==> src/rtl/rtc_pkg.sv <==
`default_nettype none
// ============================================================================
// rtc_pkg -- shared FSM state, register offsets, BCD limits and calendar helpers
// Rev 1.0
// ============================================================================
package rtc_pkg;

  typedef enum logic [1:0] {
    ST_IDLE  = 2'd0,
    ST_ADDR  = 2'd1,
    ST_WRITE = 2'd2,
    ST_READ  = 2'd3
  } state_e;

  localparam int unsigned NUM_FIELDS = 6;

  localparam logic [2:0] OFS_SEC   = 3'd0;
  localparam logic [2:0] OFS_MIN   = 3'd1;
  localparam logic [2:0] OFS_HOUR  = 3'd2;
  localparam logic [2:0] OFS_DAY   = 3'd3;
  localparam logic [2:0] OFS_MONTH = 3'd4;
  localparam logic [2:0] OFS_YEAR  = 3'd5;

  localparam logic [7:0] SEC_MAX   = 8'h59;
  localparam logic [7:0] MIN_MAX   = 8'h59;
  localparam logic [7:0] HOUR_MAX  = 8'h23;
  localparam logic [7:0] MONTH_MAX = 8'h12;
  localparam logic [7:0] YEAR_MAX  = 8'h99;

  localparam logic [7:0] ZERO_MIN  = 8'h00;
  localparam logic [7:0] DAY_MIN   = 8'h01;
  localparam logic [7:0] MONTH_MIN = 8'h01;

  function automatic logic is_bcd(input logic [7:0] v);
    return (v[7:4] <= 4'h9) && (v[3:0] <= 4'h9);
  endfunction

  // 10*t + o == 2*t + o (mod 4), so divisibility by 4 needs o even and o[1] == t[0].
  function automatic logic bcd_leap(input logic [7:0] yr);
    return (yr[0] == 1'b0) && (yr[1] == yr[4]);
  endfunction

  function automatic logic [7:0] month_len(input logic [7:0] mon, input logic [7:0] yr);
    logic [7:0] len;
    case (mon)
      8'h02:                      len = bcd_leap(yr) ? 8'h29 : 8'h28;
      8'h04, 8'h06, 8'h09, 8'h11: len = 8'h30;
      default:                    len = 8'h31;
    endcase
    return len;
  endfunction

  // A field at/above its limit or holding a non-BCD pattern wraps and carries.
  function automatic logic bcd_wraps(input logic [7:0] v, input logic [7:0] hi);
    return (v >= hi) || !is_bcd(v);
  endfunction

  function automatic logic [7:0] bcd_next(input logic [7:0] v, input logic [7:0] lo,
                                          input logic [7:0] hi);
    logic [7:0] nxt;
    if (bcd_wraps(v, hi)) begin
      nxt = lo;
    end else if (v[3:0] == 4'h9) begin
      nxt = {v[7:4] + 4'h1, 4'h0};
    end else begin
      nxt = v + 8'h01;
    end
    return nxt;
  endfunction

endpackage : rtc_pkg
`default_nettype wire

==> src/rtl/rtc_bcd_timekeeper.sv <==
`default_nettype none
// ============================================================================
// rtc_bcd_timekeeper -- six packed-BCD time/date counters with carry and leap logic
// Rev 1.0
// ============================================================================
module rtc_bcd_timekeeper
  import rtc_pkg::*;
(
  input  logic       clk_i,
  input  logic       rst_i,
  input  logic       tick_i,
  input  logic       wr_en_i,
  input  logic [2:0] wr_idx_i,
  input  logic [7:0] wr_data_i,
  output logic [7:0] sec_o,
  output logic [7:0] min_o,
  output logic [7:0] hour_o,
  output logic [7:0] day_o,
  output logic [7:0] month_o,
  output logic [7:0] year_o
);

  logic [7:0] sec_q,   sec_d;
  logic [7:0] min_q,   min_d;
  logic [7:0] hour_q,  hour_d;
  logic [7:0] day_q,   day_d;
  logic [7:0] month_q, month_d;
  logic [7:0] year_q,  year_d;
  logic [7:0] day_max;

  assign day_max = month_len(month_q, year_q);

  // A bus write always wins; the responder never presents a tick in a commit cycle.
  always_comb begin
    sec_d   = sec_q;
    min_d   = min_q;
    hour_d  = hour_q;
    day_d   = day_q;
    month_d = month_q;
    year_d  = year_q;
    if (wr_en_i) begin
      case (wr_idx_i)
        OFS_SEC:   sec_d   = wr_data_i;
        OFS_MIN:   min_d   = wr_data_i;
        OFS_HOUR:  hour_d  = wr_data_i;
        OFS_DAY:   day_d   = wr_data_i;
        OFS_MONTH: month_d = wr_data_i;
        OFS_YEAR:  year_d  = wr_data_i;
        default:   ;
      endcase
    end else if (tick_i) begin
      sec_d = bcd_next(sec_q, ZERO_MIN, SEC_MAX);
      if (bcd_wraps(sec_q, SEC_MAX)) begin
        min_d = bcd_next(min_q, ZERO_MIN, MIN_MAX);
        if (bcd_wraps(min_q, MIN_MAX)) begin
          hour_d = bcd_next(hour_q, ZERO_MIN, HOUR_MAX);
          if (bcd_wraps(hour_q, HOUR_MAX)) begin
            day_d = bcd_next(day_q, DAY_MIN, day_max);
            if (bcd_wraps(day_q, day_max)) begin
              month_d = bcd_next(month_q, MONTH_MIN, MONTH_MAX);
              if (bcd_wraps(month_q, MONTH_MAX)) begin
                year_d = bcd_next(year_q, ZERO_MIN, YEAR_MAX);
              end
            end
          end
        end
      end
    end
  end

  always_ff @(posedge clk_i) begin
    if (rst_i) begin
      sec_q   <= 8'h00;
      min_q   <= 8'h00;
      hour_q  <= 8'h00;
      day_q   <= 8'h01;
      month_q <= 8'h01;
      year_q  <= 8'h00;
    end else begin
      sec_q   <= sec_d;
      min_q   <= min_d;
      hour_q  <= hour_d;
      day_q   <= day_d;
      month_q <= month_d;
      year_q  <= year_d;
    end
  end

  assign sec_o   = sec_q;
  assign min_o   = min_q;
  assign hour_o  = hour_q;
  assign day_o   = day_q;
  assign month_o = month_q;
  assign year_o  = year_q;

endmodule : rtc_bcd_timekeeper
`default_nettype wire

==> src/rtl/rtc_bus_responder.sv <==
`default_nettype none
// ============================================================================
// rtc_bus_responder -- RTC chip model on the multiplexed CS/AD/RD/WR byte bus
// Rev 1.0
// ============================================================================
module rtc_bus_responder
  import rtc_pkg::*;
#(
  parameter logic [7:0] CTRL_ADDR = 8'h02,
  parameter logic [7:0] TIME_BASE = 8'h21
) (
  input  logic       Clock,
  input  logic       Reset,
  input  logic       CS,
  input  logic       AD,
  input  logic       RD,
  input  logic       WR,
  input  logic [7:0] Dato_in,
  output logic [7:0] Dato_out,
  output logic       Dato_oe,
  input  logic       Tick,
  output logic [7:0] Addr_q
);

  logic       cs_q, ad_q, rd_q, wr_q;
  logic [7:0] din_q;

  state_e     state_q, state_d;
  logic [7:0] wdata_q;
  logic [7:0] ctrl_q;
  logic       tick_pend_q, tick_pend_d;

  logic       addr_ld, wdata_ld, commit, rd_snap, oe_clr;
  logic [7:0] ofs;
  logic       in_time, is_ctrl;
  logic       tick_any, tk_tick;
  logic [7:0] rd_data;
  logic [7:0] sec, min, hour, day, month, year;

  // Strobes idle high so the reset edge never looks like a bus cycle.
  always_ff @(posedge Clock) begin
    if (Reset) begin
      cs_q  <= 1'b1;
      ad_q  <= 1'b1;
      rd_q  <= 1'b1;
      wr_q  <= 1'b1;
      din_q <= 8'h00;
    end else begin
      cs_q  <= CS;
      ad_q  <= AD;
      rd_q  <= RD;
      wr_q  <= WR;
      din_q <= Dato_in;
    end
  end

  always_ff @(posedge Clock) begin
    if (Reset) begin
      state_q <= ST_IDLE;
    end else begin
      state_q <= state_d;
    end
  end

  always_comb begin
    state_d = state_q;
    if (cs_q) begin
      state_d = ST_IDLE;
    end else begin
      unique case (state_q)
        ST_IDLE: begin
          if (!ad_q)      state_d = ST_ADDR;
          else if (!wr_q) state_d = ST_WRITE;
          else if (!rd_q) state_d = ST_READ;
        end
        ST_ADDR:  if (ad_q) state_d = ST_IDLE;
        ST_WRITE: if (wr_q) state_d = ST_IDLE;
        ST_READ:  if (rd_q) state_d = ST_IDLE;
        default:  state_d = ST_IDLE;
      endcase
    end
  end

  always_comb begin
    addr_ld  = !cs_q && !ad_q && ((state_q == ST_IDLE) || (state_q == ST_ADDR));
    wdata_ld = !cs_q && !wr_q &&
               (((state_q == ST_IDLE) && ad_q) || (state_q == ST_WRITE));
    commit   = !cs_q && (state_q == ST_WRITE) && wr_q;
    rd_snap  = !cs_q && (state_q == ST_IDLE) && ad_q && wr_q && !rd_q;
    oe_clr   = cs_q || ((state_q == ST_READ) && rd_q);
  end

  assign ofs     = Addr_q - TIME_BASE;
  assign in_time = (Addr_q >= TIME_BASE) && (ofs < 8'(NUM_FIELDS));
  assign is_ctrl = (Addr_q == CTRL_ADDR);

  always_comb begin
    rd_data = 8'h00;
    if (is_ctrl) begin
      rd_data = ctrl_q;
    end else if (in_time) begin
      case (ofs[2:0])
        OFS_SEC:   rd_data = sec;
        OFS_MIN:   rd_data = min;
        OFS_HOUR:  rd_data = hour;
        OFS_DAY:   rd_data = day;
        OFS_MONTH: rd_data = month;
        OFS_YEAR:  rd_data = year;
        default:   rd_data = 8'h00;
      endcase
    end
  end

  // A tick that collides with a commit is parked one cycle; halt drops ticks outright.
  always_comb begin
    tick_any    = (Tick || tick_pend_q) && !ctrl_q[0];
    tk_tick     = tick_any && !commit;
    tick_pend_d = tick_any && (commit || (Tick && tick_pend_q));
  end

  always_ff @(posedge Clock) begin
    if (Reset) begin
      Addr_q      <= 8'h00;
      wdata_q     <= 8'h00;
      ctrl_q      <= 8'h00;
      Dato_out    <= 8'h00;
      Dato_oe     <= 1'b0;
      tick_pend_q <= 1'b0;
    end else begin
      tick_pend_q <= tick_pend_d;
      if (addr_ld) begin
        Addr_q <= din_q;
      end
      if (wdata_ld) begin
        wdata_q <= din_q;
      end
      if (commit && is_ctrl) begin
        ctrl_q <= wdata_q;
      end
      if (rd_snap) begin
        Dato_out <= rd_data;
        Dato_oe  <= 1'b1;
      end else if (oe_clr) begin
        Dato_oe <= 1'b0;
      end
    end
  end

  rtc_bcd_timekeeper u_timekeeper (
    .clk_i     (Clock),
    .rst_i     (Reset),
    .tick_i    (tk_tick),
    .wr_en_i   (commit && in_time && !is_ctrl),
    .wr_idx_i  (ofs[2:0]),
    .wr_data_i (wdata_q),
    .sec_o     (sec),
    .min_o     (min),
    .hour_o    (hour),
    .day_o     (day),
    .month_o   (month),
    .year_o    (year)
  );

endmodule : rtc_bus_responder
`default_nettype wire

==> config.mk <==
export PLATFORM = sky130hd
export DESIGN_NAME = rtc_bus_responder
export DESIGN_NICKNAME = d
export VERILOG_FILES = /design/src/rtl/rtc_pkg.sv /design/src/rtl/rtc_bcd_timekeeper.sv /design/src/rtl/rtc_bus_responder.sv
export SDC_FILE = /design/constraint.sdc
export NUM_CORES = 1
export LEC_CHECK = 0
export CORE_MARGIN = 4
export CORE_UTILIZATION = 55
export DETAILED_ROUTE_END_ITERATION = 6
export GPL_ROUTABILITY_DRIVEN = 0
export PLACE_DENSITY = 0.78
export SLEW_MARGIN = 25
export SYNTH_ARGS = -nofsm -noshare
export SYNTH_HDL_FRONTEND = slang
export SYNTH_SLANG_ARGS = --single-unit
==> constraint.sdc <==
create_clock -name Clock -period 2.6 [get_ports Clock]
set_input_delay 0.39 -clock Clock [delete_from_list [all_inputs] [get_ports Clock]]
set_output_delay 0.39 -clock Clock [all_outputs]
set_load 0.03 [all_outputs]
* Yosys cells after proc, flatten, opt, wreduce, memory -nomap -nowiden
Cells that the tools add are included.
** Operators by class
- Reductions and logical operators :: 69
- $lt $le $gt $ge :: 20
- Add/subtract/negate cells :: 13
- Bitwise operators :: 1
- Mux-type cells :: 59
- Equal/unequal tests :: 31
** Operator list (count)
- $mux W8 :: 47
- $add A8 B1 Y8 const B :: 6
- $le A4 B4 Y1 const B :: 12
- $pmux W8 S6 :: 1
- $logic_and A1 B1 Y1 :: 27
- $add A4 B1 Y4 const B :: 6
- $eq A4 B4 Y1 const B :: 6
- $ne A2 B2 Y1 const B :: 9
- $eq A8 B2 Y1 const B :: 2
- $eq A8 B3 Y1 const B :: 2
- $ge A8 B6 Y1 const B :: 2
- $ge A8 B7 Y1 const B :: 2
- $pmux W8 S2 :: 1
- $reduce_bool A2 Y1 :: 7
- $logic_not A1 Y1 :: 13
- $mux W2 :: 6
- $logic_or A1 B1 Y1 :: 11
- $eq A8 B4 Y1 const B :: 1
- $eq A8 B5 Y1 const B :: 1
- $ge A8 B5 Y1 const B :: 1
- $ge A8 B8 Y1 :: 1
- $ge A8 B8 Y1 const B :: 1
- $lt A8 B3 Y1 const B :: 1
- $pmux W2 S4 :: 1
- other kinds (20) :: 26
** Word-level totals
- Input port bits :: 15
- Register bits :: 96

* Longest topological paths before layout
Gate-level depths: netlist (run 1).
- Depth after elaboration :: 12
- Depth in mapped cells :: 14
- Depth with buffers taken out :: 12

* Modules after synthesis
From an unflattened synthesis (run 1), not the netlist that was laid out.
** Second synthesis, totals
- Cell total of the unflattened synthesis :: 697
- Area, all modules :: 5719.2 µm²
** Modules (own cells, without submodules)
- rtc_bcd_timekeeper :: cells each 455, seq. area each 960.9 µm², area an instance 3538.4 µm², instances 1
- rtc_bus_responder :: cells each 242, seq. area each 960.9 µm², area an instance 2180.8 µm², instances 1

* Worst setup path before layout (run 1)
OpenSTA, ideal clock, no wires.
- Path kind :: register -> register
- Start :: register u_timekeeper.year_q[1] (netlist: u_timekeeper.year_o[1])
- End :: register u_timekeeper.month_q[7] (netlist: u_timekeeper.month_o[7])
- Stages on the path, launching flop included :: 15
- Path buffers :: 3
- Library setup time :: 0.128 ns
- Setup slack :: -0.280 ns
- Arrival :: 2.753 ns
- Cell sequence :: dfxtp_1 > clkbuf_1 > xor2_1 > o21ai_0 > a21oi_1 > a31oi_1 > ha_1 > nand2b_1 > a211oi_1 > o221ai_1 > clkbuf_1 > a31oi_2 > buf_6 > mux2i_1 > nor2_1
** Between the ends
- Word-level cells in the longest chain between the ends :: 8
** RTL lines
- start, declared :: RTL line rtc_bcd_timekeeper.sv:28 : logic [7:0] year_q, year_d;
- start signal, assigned :: RTL line rtc_bcd_timekeeper.sv:85 : year_q <= year_d;
- $eq A1 B1 Y1 :: RTL line rtc_pkg.sv:40 : return (yr[0] == 1'b0) && (yr[1] == yr[4]);
- $logic_and A1 B1 Y1 :: RTL line rtc_pkg.sv:40
- $mux W1 :: RTL line rtc_pkg.sv:46 : 8'h02: len = bcd_leap(yr) ? 8'h29 : 8'h28;
- $pmux W8 S2 :: RTL line rtc_pkg.sv:45 : case (mon)
- $ge A8 B8 Y1 :: RTL line rtc_pkg.sv:55 : return (v >= hi) || !is_bcd(v);
- $logic_or A1 B1 Y1 :: RTL line rtc_pkg.sv:55
- $reduce_bool A2 Y1 (no source line)
- $reduce_and A6 Y1 (no source line)
- end signal, assigned :: RTL line rtc_bcd_timekeeper.sv:84 : month_q <= month_d;
- end, declared :: RTL line rtc_bcd_timekeeper.sv:27 : logic [7:0] month_q, month_d;
Every way passes these cells.
A chain may end at the register's enable or synchronous reset.

* Worst setup path after layout (run 1)
- Start :: register u_timekeeper.month_q[7] (netlist: u_timekeeper.month_o[7])
- End :: register u_timekeeper.month_q[7] (netlist: u_timekeeper.month_o[7])
** Between the ends
- Word-level cells in the longest chain between the ends :: 11
** RTL lines
- branches (longest 11 deep; another with $ge A8 B8 Y1)
Several ways; the timed one is not identified. The select of a mux whose other input is x is not followed.

==> results of run 1 <==
[flip-flops by register name, summed over array words and instances, names as in the netlist]
| signal | cells |
|---|---|
| Dato_out | 8 |
| state_q | 2 |
| din_q | 8 |
| wr_q | 1 |
| u_timekeeper.year_o | 8 |
| u_timekeeper.day_o | 8 |
| u_timekeeper.sec_o | 8 |
| u_timekeeper.min_o | 8 |
| cs_q | 1 |
| u_timekeeper.month_o | 8 |
| wdata_q | 8 |
| tick_pend_q | 1 |
| u_timekeeper.hour_o | 8 |
| ad_q | 1 |
| ctrl_q | 8 |
| Dato_oe | 1 |
| Addr_q | 8 |
| rd_q | 1 |
[per-stage QoR]
step	hold slack [ns]	setup WS [ns]	cells	cell area [sq um]
finish	0.464	-0.118	933	7430
global route	0.477	-0.254	933	7430
CTS	0.454	0.0187	923	7020
detailed placement	0.447	-0.272	903	6680
global placement	0.442	-0.0983	903	6680
floorplan	0.437	-0.0191	728	5930
[placed cells by master, fill, tap and decap left out, types with 7 or more instances in the layout]
cell	synthesis	routed
a21oi_1	46	43
and2_1	10	9
a211oi_2	0	7
nor2b_1	15	14
a211oi_1	26	18
nor3_1	33	29
mux2i_1	24	24
a222oi_1	7	7
clkdlybuf4s50_1	0	30
inv_1	28	24
dfxtp_1	96	91
clkbuf_8	0	9
nor2_1	62	60
nand3_1	24	24
o22ai_1	7	7
a31oi_1	12	11
ha_1	25	19
buf_6	5	7
o21ai_0	49	42
nand2_1	59	57
buf_4	3	64
nand2b_1	12	11
a22oi_1	16	15
[cell families after synthesis]
| family | count (synthesis) |
|---|---|
| adders and majority gates | 25 |
| AOI/OAI and AO/OA | 212 |
| and+or+nand+nor | 267 |
| DFF | 96 |
| xor gates and xnor gates | 10 |
| buffers and inverters | 87 |
| muxes | 31 |
[final cells by class]
cell class,instances,area [sq um]
Sequential cell,96,1930
Timing Repair Buffer,111,1070
Clock buffer,10,128
Fill cell,757,2990
Tap cell,136,170
Inverter,28,108
Multi-Input combinational cell,546,3970
Clock inverter,6,51.3
[final timing paths]
check                                             from                                    to  slack, ns  cells after the start
setup reg to reg  u_timekeeper.month_o[7]$_SDFFE_PP0P_  u_timekeeper.month_o[7]$_SDFFE_PP0P_      -0.12                     11
hold / removal                  ctrl_q[6]$_SDFFE_PP0P_                ctrl_q[6]$_SDFFE_PP0P_       0.46                      2
setup / recovery  u_timekeeper.month_o[7]$_SDFFE_PP0P_  u_timekeeper.month_o[7]$_SDFFE_PP0P_      -0.12                     11
hold reg to reg                 ctrl_q[6]$_SDFFE_PP0P_                ctrl_q[6]$_SDFFE_PP0P_       0.46                      2
[power by group]
part	switching [mW]	internal [mW]	total, mW
combinational	0.103	0.0866	0.189
clock	0.575	0.361	0.937
sequential	0.0362	1.49	1.53
[routing by layer]
metal  track usage (%)  share of wire (%)  vias up  wire (microns)
met5                 0                  0        -               0
met2              44.1                 47      340            8830
met3              5.11                8.5       67            1600
met4              10.7                4.0        0             745
li1                  -                  -     2798               -
met1              37.0                 40     2898            7580
[what timing repair did]
item	in CTS	in global routing
gates resized for setup	28	60
cloned	1	3
endpoints found under the setup margin	24	42
buffers inserted	3	8
hold endpoints to repair	0	0
pin swaps	12	23
[worst max-delay path, cell delays in order, from the launching register on]
cell and delay [ns]:
dfxtp_1 0.33, nor4_2 0.33, and3_1 0.23, inv_1 0.05, ha_1 0.30, and3_4 0.20
a211oi_4 0.23, o221ai_4 0.16, buf_12 0.16, a31oi_2 0.31, mux2i_1 0.24, nor2_1 0.05
==> out/summary.txt, run 1 <==
Critical path endpoint category: flop
Async set-reset flop share out of synthesis: 0%
Max_cap viols: 0
Commonest cells post-synth: dfxtp_1, nor2_1, nand2_1, o21ai_0, a21oi_1
Post-synth top area cell: dfxtp_1
Crit path time final: 2.72 ns
Combinational family with the most area after synthesis: compound AO/OA/AOI/OAI gates
XOR/XNOR Fraction of Synth Area: 1.48%
DP HPWL: 12.4 mm
LEAKAGE: 2.65 nW
Ys flop type: dfxtp_1
Slew margin rel.: 41.6%
Final Core Density: 71.3%
IO Port Bufs: 31
Total power: 2.66 mW
Simple-Gate Fraction of Synth Area: 23.6%
Pwr per Cell Area: 358 nW/um^2
Area grow syn2layout: 25.7%
Peak VDD IR: 286 uV
Hold Path Class: flop to flop
Initial antenna violation count: 0
RSZ-0062 raised after global routing: true
Worst setup slack after layout: -0.118 ns
Mapped cell area: 5910 sq um
Avg Cell Area, Syn: 8.12 sq um
Full die area: 12,500 sq um
Leading post-synthesis cells by cell area: dfxtp_1, ha_1, o21ai_0
Drt via density: 6.54
Global-route usage over all layers: 27.6%
Achievable Freq: 368 MHz
Failing checks: setup timing
First-pass GRT wire length: 28.2 mm
Cells after synthesis: 728
Clk_skew: 0.0120 ns
Final setup fails: 11
Critical path peak fanout: 5
Vias in the first global route: 5,435
Share of the synthesized area in the top cell type: 32.5%
CP startpoint kind: flop
Remaining global-route overflow: 0
Root Buffer: clkbuf_8
Nets: 832
Req. time, crit path: 2.87 ns
Distinct cells, synth: 74
Number of buffers created by CTS: 9
Drt wl/cell: 20.1 microns
Final Max Slew Viols: 0
Drt first pass iters: 7
TNS Setup: -0.864 ns
Initial Util: 56.7%
Vias after detailed routing: 6,103
IO Count: 32
Number of flops mapped to enable cells by yosys: 0
Synth Net Count: 768
Synth Area in Compound Gates: 25.0%
Synthesized flop and latch total: 96
Clock Latency Late Sink: 0.39 ns
Die width: 112 microns
Hold Buf Count CTS: 0
Seq/Total Area, Yosys: 32.5%
Post-route ant nets: 0
CP Data Arrival Time: 2.99 ns
H-tree Lvls: 3
CTS tree: yes
Least-Margin Pin Slew: 0.871 ns
N_diodes: 0
Status: finished, violations left
Clk sinks: 96
DRC Markers: 0
Largest net degree at the start of global routing: 65
Period utilization: 105%
Aggregate routed wire length: 18.8 mm
Initial DRC Count: 981
Synth warnings: 0
Core Area: 10,400 sq um
Share of cells above drive strength 1: 24.1%
Site Rows: 37
Most frequent cell after synthesis: dfxtp_1
Chip Height: 112 microns
CTS clk-pin slew, worst paths: 0.10 ns
Post-synthesis mux area share: 5.40%
Hold Fails Final Rpt: 0
Setup CP Type: flop to flop
Max clock buf depth: 2
Adder-Cell Fraction of Synth Area: 5.29%
(Power assumes the default switching activity.)
==> run 2, diff against run 1 <==
--- a/config.mk
+++ b/config.mk
@@ -5,7 +5,7 @@
 export SDC_FILE = /design/constraint.sdc
 export NUM_CORES = 1
 export LEC_CHECK = 0
-export CORE_MARGIN = 4
+export CORE_MARGIN = 1
 export CORE_UTILIZATION = 55
 export DETAILED_ROUTE_END_ITERATION = 6
 export GPL_ROUTABILITY_DRIVEN = 0
==> out/summary.txt, run 2 (synthesis gave the netlist of run 1 again) <==
Status: finished, violations left (unchanged)
Failing checks: setup timing (unchanged)
Max incr delay on CP: 0.34 ns (was 0.33 ns)
Hold Crit Start: ctrl_q[2]$_SDFFE_PP0P_ (was ctrl_q[6]$_SDFFE_PP0P_)
Core Area: 10,400 sq um (about the same)
Hold Fails Final Rpt: 0 (unchanged)
Clk sinks: 96 (unchanged)
H-tree Lvls: 3 (unchanged)
Least-Margin Pin Slew: 0.968 ns (was 0.871 ns)
Critical path peak fanout: 5 (unchanged)
Slew margin rel.: 35.4% (was 41.6%)
Worst-case setup slack after placement: -0.250 ns (was -0.272 ns)
Req. time, crit path: 2.88 ns (was 2.87 ns)
Hold Path Class: flop to flop (unchanged)
Worst setup slack after layout: -0.171 ns (was -0.118 ns)
Area grow syn2layout: 21.0% (was 25.7%)
Post-route ant nets: 0 (unchanged)
Share of cells above drive strength 1: 19.7% (was 24.1%)
Seq pwr share: 56.3% (was 57.6%)
Setup crit start: u_timekeeper.year_o[1]$_SDFFE_PP0P_ (was u_timekeeper.month_o[7]$_SDFFE_PP0P_)
R2R Path Start: u_timekeeper.year_o[1]$_SDFFE_PP0P_ (was u_timekeeper.month_o[7]$_SDFFE_PP0P_)
Area of the multi-input gates: 3850 sq um (was 3970 sq um)
Full die area: 11,200 sq um (was 12,500 sq um)
LEAKAGE: 2.58 nW (was 2.65 nW)
Final Max Slew Viols: 0 (unchanged)
Die width: 106 microns (was 112 microns)
DP HPWL: 11.8 mm (was 12.4 mm)
IO Count: 32 (unchanged)
Drt via density: 6.50 (was 6.54)
CTS clk-pin slew, worst paths: 0.10 ns (about the same)
Reg-to-reg slack, setup: -0.17 ns (was -0.12 ns)
Vias in the first global route: 5,432 (was 5,435)
Hold Buf Count CTS: 0 (unchanged)
Drt wl/cell: 18.8 microns (was 20.1 microns)
CP Data Arrival Time: 3.05 ns (was 2.99 ns)
Clk_skew: 0.00734 ns (was 0.0120 ns)
Max_cap viols: 0 (unchanged)
Initial antenna violation count: 0 (unchanged)
Combinational cell fraction of total power: 7.4% (was 7.1%)
Clock Latency Late Sink: 0.37 ns (was 0.39 ns)
First-pass GRT wire length: 27.2 mm (was 28.2 mm)
Most common cell after layout, fill and taps aside: dfxtp_1 (unchanged)
Drt first pass iters: 7 (unchanged)
CTS tree: yes (unchanged)
Aggregate routed wire length: 17.2 mm (was 18.8 mm)
RSZ-0062 raised after global routing: true (unchanged)
Setup CP Type: flop to flop (unchanged)
Site Rows: 37 (unchanged)
Initial DRC Count: 681 (was 981)
# placed instances: 893 (was 903)
Chip Height: 106 microns (was 112 microns)
CP max stage cell: a31oi_4 (was dfxtp_1)
Max clock buf depth: 2 (unchanged)
# fillers: 819 (was 757)
DRC Markers: 0 (unchanged)
Worst path cell trace: xor2_1 -> o21ai_0 -> a21oi_2 -> a31oi_4 -> ha_1 -> nand2b_4 -> a211oi_4 -> o221ai_4 -> a31oi_4 -> buf_12 -> a211oi_1 -> a211oi_1 (was nor4_2 -> and3_1 -> inv_1 -> ha_1 -> and3_4 -> a211oi_4 -> o221ai_4 -> buf_12 -> a31oi_2 -> mux2i_1 -> nor2_1)
Pwr per Cell Area: 379 nW/um^2 (was 358 nW/um^2)
Global-route usage over all layers: 30.5% (was 27.6%)
Non-filler cells, final: 918 (was 933)
N_diodes: 0 (unchanged)
Initial Util: 57.0% (was 56.7%)
Remaining global-route overflow: 0 (unchanged)
Number of buffers created by CTS: 9 (unchanged)
Largest net degree at the start of global routing: 48 (was 65)
CP startpoint kind: flop (unchanged)
IO Port Bufs: 31 (unchanged)
Most frequent cells in the layout: dfxtp_1, nor2_1, nand2_1 (was dfxtp_1, buf_4, nor2_1)
CP endpoint: u_timekeeper.month_o[3]$_SDFFE_PP0P_ (was u_timekeeper.month_o[7]$_SDFFE_PP0P_)
Worst r2r path cells: 12 (was 11)
Vias after detailed routing: 5,963 (was 6,103)
Root Buffer: clkbuf_8 (unchanged)
TNS Setup: -0.930 ns (was -0.864 ns)
Crit path time final: 2.77 ns (was 2.72 ns)
Final setup fails: 17 (was 11)
Peak VDD IR: 330 uV (was 286 uV)
Achievable Freq: 361 MHz (was 368 MHz)
Switch share: 27.4% (was 26.9%)
RR Endpoint: u_timekeeper.month_o[3]$_SDFFE_PP0P_ (was u_timekeeper.month_o[7]$_SDFFE_PP0P_)
Nets: 817 (was 832)
Period utilization: 107% (was 105%)
Clock share of power: 36.3% (was 35.3%)
Internal Power: 1.97 mW (was 1.94 mW)
Register Area: 1930 sq um (about the same)
Critical path endpoint category: flop (unchanged)
Psw: 0.741 mW (was 0.714 mW)
run 2: cell count changes in the layout (fill, tap and decap cells not counted), moves of 3 or more:
cell	before	now
o21ai_0	42	45
buf_6	7	3
nor4_2	5	1
buf_4	64	57
a211oi_1	18	24
nor4_4	0	3
ha_1	19	22
a211oi_2	7	1
ha_4	6	2
run 2: per-stage QoR:
step                      power (mW)  utilization, %  hold WS [ns]  cell area, sq um
final                           2.71            69.0         0.464              7150
after global placement          1.74            63.5         0.442              6590
after global routing            2.80            69.0         0.482              7150
after floorplan                 1.68               -         0.437              5930
after detailed placement        1.75            63.5         0.451              6590
after CTS                       2.70            66.5         0.465              6890
run 2: layer usage:
metal	up-vias	share of wire [%]	track usage [%]
li1	2747	-	-
met1	2848	41	39.9
met2	311	46	48.4
met3	57	9.2	6.62
met4	0	3.4	12.7
met5	-	0	0
run 2: layout make-up:
cell class                      count  share of cell area, %
Tap cell                          136                   2.38
Sequential cell                    96                   27.0
Multi-Input combinational cell    545                   53.9
Timing Repair Buffer               97                   12.7
Inverter                           28                   1.47
Clock buffer                        9                   1.73
Clock inverter                      7                  0.945
run 2: repair_timing:
item / CTS / global route
endpoints found under the hold margin: 0 / 0
cloned: 1 / 1
gates resized for setup: 16 / 37
setup endpoints to repair: 24 / 43
pin swaps: 4 / 18
buffers inserted: 3 / 4
run 2: power groups by stage:
stage	logic (mW)	clock network (mW)	registers [mW]
after CTS	0.193	0.989	1.52
after global routing	0.214	1.05	1.53
after global placement	0.187	0	1.55
final	0.200	0.984	1.52
after detailed placement	0.192	0	1.56
after floorplan	0.124	0	1.55
run 2: critical path: cells and delay by family, from the launching register on:
kind                     cells  cell delay, ns
buffers and inverters        1            0.15
XOR/XNOR                     1            0.16
adder cells (fa/ha/maj)      1            0.25
flip-flops                   1            0.33
AO/OA/AOI/OAI                8            1.64
AND/OR/NAND/NOR              1            0.15
run 2: worst min-delay path by stage:
stage / to / slack (ns) / cells past startpoint
finish: ctrl_q[2]$_SDFFE_PP0P_ / 0.46 / 2
global route: ctrl_q[2]$_SDFFE_PP0P_ / 0.48 / 2
CTS: ctrl_q[2]$_SDFFE_PP0P_ / 0.47 / 2
detailed placement: ctrl_q[2]$_SDFFE_PP0P_ / 0.45 / 2
global placement: ctrl_q[4]$_SDFFE_PP0P_ / 0.44 / 2
floorplan: ctrl_q[1]$_SDFFE_PP0P_ / 0.44 / 2
==> run 3, diff against run 2 <==
--- a/config.mk
+++ b/config.mk
@@ -10,7 +10,8 @@
 export DETAILED_ROUTE_END_ITERATION = 6
 export GPL_ROUTABILITY_DRIVEN = 0
 export PLACE_DENSITY = 0.78
-export SLEW_MARGIN = 25
+export RECOVER_POWER = 50
+export SLEW_MARGIN = 30
 export SYNTH_ARGS = -nofsm -noshare
 export SYNTH_HDL_FRONTEND = slang
 export SYNTH_SLANG_ARGS = --single-unit
==> results of run 3 <==
Final layout, timing and power as in run 2 (identical DEF).
